<file path="src/rtl/arith_pkg.sv">
// Shared widths, select encoding and sign-extension helper for the arithmetic unit.
package arith_pkg;

  localparam int unsigned OPW  = 4;
  localparam int unsigned RESW = 5;

  typedef enum logic [1:0] {
    SEL_ADD  = 2'b00,
    SEL_SUBB = 2'b01,
    SEL_INC  = 2'b10,
    SEL_DEC  = 2'b11
  } sel_e;

  // Widen a two's complement operand to the result width.
  function automatic logic [RESW-1:0] sext(input logic [OPW-1:0] v);
    return {{(RESW - OPW){v[OPW-1]}}, v};
  endfunction

endpackage

</file>
<file path="src/rtl/b_input_logic.sv">
// B-input selector: chooses the adder's second operand from the select code.
module b_input_logic
  import arith_pkg::*;
(
  input  logic [1:0]      s,
  input  logic [RESW-1:0] b_ext,
  output logic [RESW-1:0] y_c
);

  // Pass, invert, or force the B operand to all-zeros / all-ones.
  always_comb begin
    y_c = b_ext;
    case (sel_e'(s))
      SEL_ADD:  y_c = b_ext;
      SEL_SUBB: y_c = ~b_ext;
      SEL_INC:  y_c = '0;
      SEL_DEC:  y_c = '1;
      default:  y_c = b_ext;
    endcase
  end

endmodule

</file>
<file path="src/rtl/arithmetic_micro_operation.sv">
// Registered 4-bit signed arithmetic micro-operation unit (adder + B-input selector).
module arithmetic_micro_operation
  import arith_pkg::*;
(
  input  logic            clock,
  input  logic            reset,
  input  logic [1:0]      s,
  input  logic [OPW-1:0]  a,
  input  logic [OPW-1:0]  b,
  input  logic            carry,
  output logic [RESW-1:0] data
);

  logic [RESW-1:0] a_ext;
  logic [RESW-1:0] b_ext;
  logic [RESW-1:0] y;
  logic [RESW-1:0] data_d;
  logic [RESW-1:0] data_q;

  assign a_ext = sext(a);
  assign b_ext = sext(b);

  b_input_logic u_b_input_logic (
    .s     (s),
    .b_ext (b_ext),
    .y_c   (y)
  );

  // 5-bit adder; the carry-in both completes subtraction and selects the paired op.
  always_comb begin
    data_d = '0;
    data_d = a_ext + y + RESW'(carry);
  end

  // Result register with synchronous active-low clear.
  always_ff @(posedge clock) begin
    if (!reset) begin
      data_q <= '0;
    end else begin
      data_q <= data_d;
    end
  end

  assign data = data_q;

endmodule

</file>
<file path="config.mk">
export PLATFORM = sky130hd
export DESIGN_NAME = arithmetic_micro_operation
export DESIGN_NICKNAME = d
export VERILOG_FILES = /design/src/rtl/arith_pkg.sv /design/src/rtl/b_input_logic.sv /design/src/rtl/arithmetic_micro_operation.sv
export SDC_FILE = /design/constraint.sdc
export NUM_CORES = 1
export LEC_CHECK = 0
export ABC_AREA = 1
export BUFFER_PORTS_ARGS = -buffer_cell sky130_fd_sc_hd__clkbuf_2
export CORE_AREA = 2 2 39 41
export CTS_CLUSTER_DIAMETER = 30
export CTS_CLUSTER_SIZE = 20
export DETAILED_ROUTE_END_ITERATION = 7
export DIE_AREA = 0 0 41 43
export HOLD_SLACK_MARGIN = 0.06
export PLACE_DENSITY_LB_ADDON = 0.1
export SKIP_CTS_REPAIR_TIMING = 1
export SYNTH_ARGS = -nofsm -noshare
export SYNTH_HDL_FRONTEND = slang
export SYNTH_SLANG_ARGS = --single-unit
</file>
<file path="constraint.sdc">
create_clock -name clock -period 2.2 [get_ports clock]
set_input_delay 0.44 -clock clock [delete_from_list [all_inputs] [get_ports clock]]
set_output_delay 0.44 -clock clock [all_outputs]
set_load 0.03 [all_outputs]
</file>
Word level (Yosys, flattened, before mapping) --
Index checks and enable logic that the tools add are counted.
Storage, ports and cells: bits in registers 5, output and inout port bits 5
Operators by class: bitwise gates (word level) 1, reductions and logical operators 1, multiplexer cells 1, equal/unequal tests 3, add/subtract/negate cells 2
Operators by type and width (number):
- 5-bit case mux with 4 select lines | 1
- 5-bit by 1-bit adder with 5-bit output | 1
- 5-bit adder | 1
- 5-bit NOT | 1
- 2-bit equality test (second input constant) | 2
- 2-bit by 1-bit equality test with 1-bit output (second input constant) | 1
- 2-bit logical NOT | 1

Longest topological paths before layout --
depth in word-level cells 4, gate-level depth with buffers 9, depth with buffers taken out 9

Cells and area by module --
A second synthesis with hierarchy kept.
Second synthesis, totals: cells, all modules 64, area total of the unflattened synthesis 397.9 µm²
By module, submodules not included:
- arithmetic_micro_operation | area an instance 307.8 µm², cells an instance 42, instances 1, seq. area each 100.1 µm²
- b_input_logic | area an instance 90.1 µm², cells an instance 22, instances 1, seq. area each 0.0 µm²

Least setup slack after synthesis --
Ideal clock, no wire load.
path kind input port to flip-flop, start in s[1], end reg data_q[2], in the netlist data[2], slack 0.409 ns, setup time 0.119 ns, stages on the path 7, required time 2.081 ns, buffers on the path 0, data arrival time 1.671 ns, cells stage by stage xnor2_2 > nand2_1 > o21ai_1 > fa_1 > fa_1 > o21ai_0 > a21oi_1
Between the ends: word-level cells in the longest chain between the ends 4
RTL lines:
- start, declared | RTL line arithmetic_micro_operation.sv:7 | input logic [1:0] s,
- 2-bit equality test (tied with other cells) | RTL line b_input_logic.sv:13 | case (sel_e'(s))
- 5-bit case mux with 4 select lines * | RTL line b_input_logic.sv:13
- 5-bit adder * | RTL line arithmetic_micro_operation.sv:32 | data_d = a_ext + y + RESW'(carry);
- 5-bit by 1-bit adder with 5-bit output * | RTL line arithmetic_micro_operation.sv:32
- end signal, assigned | RTL line arithmetic_micro_operation.sv:40 | data_q <= data_d;
- end, declared | RTL line arithmetic_micro_operation.sv:18 | logic [RESW-1:0] data_q;
Mark *: on every way between the ends. The rest lies on a longest branch, timed or not. A chain may end at the register's enable or synchronous reset.

Final worst setup path --
start in s[0], end reg data_q[2], in the netlist data[2]
Same word-level chain as after synthesis.

==> flow_summary.json <==
{
  "worstSetupEndpointType": "flip-flop",
  "synth.yosys.warnings": 0,
  "max-slew-margin-rel_pct": 84.6,
  "num_rows": 14,
  "crit_type": "in -> reg",
  "synth_edf_count": 0,
  "drtAntennaViolNets": 0,
  "gp_congestion": 0.697,
  "worst_pin_slew_ns": 0.230,
  "vias_per_cell": 3.97,
  "postSynthCellCount": 41,
  "routed_wl_um": 575,
  "largest_register_ffs": 5,
  "dieHeight_um": 43,
  "post-route-period-util_pct": 79.6,
  "cap_viol_max_count": 0,
  "start_util_pct": 23.1,
  "startpoint": "s[0]",
  "slew_violations": 0,
  "grt_use_total_pct": 8.34,
  "cts_buffers": 3,
  "clock_path_buffers": 2,
  "crit_arrival_ns": 1.87,
  "min_period_ns": 1.75,
  "seq_area_sq_um": 100,
  "yosysSeqAreaShare_pct": 31.4,
  "path_buf_inv": 1,
  "diodes": 0,
  "routedWlPerCell_um": 7.37,
  "ys.flop_type": "dfxtp_1",
  "yosys.area.top_type": "dfxtp_1",
  "fill_cells": 159,
  "cts.clk_slew.worst_paths_ns": 0.04,
  "powerDensity_nw_per_um2": 715,
  "drt_iter0_drc": 4,
  "die_area_sq_um": 1760,
  "synth_area_leaders": "dfxtp_1, nand2_1, fa_1",
  "avgSynthCellArea_sq_um": 7.78,
  "slowest_stage": "fa_1",
  "grt_max_degree": 6,
  "min-delay-path-class": "in -> reg",
  "vdd_drop_max_mv": 0.146,
  "synth-seq-cells": 5,
  "synth.distinct_cells": 11,
  "rsz0062_at_grt": "false",
  "tns_ns": 0,
  "timing.fmax_ghz": 0.571,
  "fin_nets": 81,
  "p_leak_uw": 0.000255,
  "crit_chain": "clkbuf_2, xnor2_2, nand2_1, o21ai_1, fa_1, fa_1, o21ai_0, a21oi_1",
  "cp_max_fo": 4,
  "grt_pass1_wl_um": 945,
  "htree_levels": 1,
  "io_pins": 18,
  "antenna_found_initial": 0,
  "start_kind": "primary input",
  "dieWidth_um": 41,
  "cts_sinks": 5,
  "synthesis.area_sq_um": 319,
  "syn_nets": 59,
  "drive_above_1_share_pct": 33.9,
  "cts_tree": "yes",
  "hold_violations": 0,
  "setup_viol": 0,
  "overflow": 0,
  "required_ns": 2.32,
  "portBuffers": 17,
  "first_pass_iters": 4,
  "root_buffer": "clkbuf_4",
  "outcome": "completed",
  "remaining_drc_errors": 0,
  "coreArea_sq_um": 1380,
  "yosysMostFrequentCell": "nand2_1",
  "num_vias": 310,
  "async_flop_share_pct": 0,
  "synthTopCellsByCount": "nand2_1, dfxtp_1, inv_1, o21ai_1",
  "endpoint": "data[2]",
  "critical_path.max_stage_delay_ns": 0.42,
  "critPathTopFamily": "adder cells",
  "post-synth-top-area-fraction_pct": 31.4,
  "grt_pass1_vias": 279,
  "multi_input_area_sq_um": 200,
  "fin_util_pct": 32.5,
  "cpMostUsedCell": "fa_1",
  "cp.depth": 8,
  "dpl.hpwl_um": 519,
  "areaGrowthSynthToFinish_pct": 41.2
}
## layer usage
| layer | GRT usage (%) | up-vias | wire length [um] | part of all wire, % |
|---|---|---|---|---|
| li1 | - | 174 | - | - |
| met1 | 9.03 | 119 | 246 | 43 |
| met2 | 11.6 | 15 | 259 | 45 |
| met3 | 1.57 | 2 | 56 | 9.7 |
| met4 | 10.0 | 0 | 12 | 2.1 |
| met5 | 0 | - | 0 | 0 |
## logic make-up after synthesis
| kind of cell | synth area share (%) |
|---|---|
| AO/OA/AOI/OAI | 14.1 |
| XOR/XNOR | 5.10 |
| adder cells (fa/ha/maj) | 24.3 |
| buffers and inverters | 5.88 |
| flip-flops | 31.4 |
| AND/OR/NAND/NOR | 19.2 |
## cells in the final DEF, fill, tap and decap left out
| cell | count |
|---|---|
| clkbuf_2 | 17 |
| nand2_1 | 12 |
| inv_1 | 5 |
| dfxtp_1 | 5 |
| o21ai_1 | 4 |
| nor2_1 | 3 |
| a21oi_1 | 3 |
| ha_1 | 3 |
| clkbuf_4 | 3 |
| o21ai_0 | 2 |
| fa_1 | 2 |
| xnor2_2 | 1 |
| nand3_1 | 1 |
| clkbuf_1 | 1 |
## worst min-delay path by stage
stage,start,endpoint,depth (start not counted)
after CTS,reset,data[0],3
after detailed placement,reset,data[0],3
after global placement,reset,data[0],3
final,reset,data[0],3
after global routing,reset,data[1],3
after floorplan,reset,data[0],2
## layout make-up
type                    instances  share of cell area [%]
well taps                      16                    4.44
clock buffers                   4                    5.83
inverters                       5                    4.17
flip-flops and latches          5                    22.2
multi-input cells              31                    44.4
repair buffers                 17                    18.9
## where the power goes
part | total (uW) | internal [uW] | switching, uW
sequential | 107 | 104 | 2.68
clock | 105 | 68.5 | 36.2
combinational | 111 | 41.8 | 68.9
total | 322 | 214 | 108
## through the flow
stage	instance area [sq um]	instances	setup slack, ns	hold slack (ns)	total power, uW
final	450	78	0.450	0.446	322
after global routing	450	78	0.349	0.473	355
after CTS	450	78	0.452	0.450	330
after detailed placement	424	74	0.196	0.702	221
after global placement	424	74	0.198	0.692	222
after floorplan	319	41	0.409	0.533	186
No activity file was read; power rests on OpenSTA's default activity.
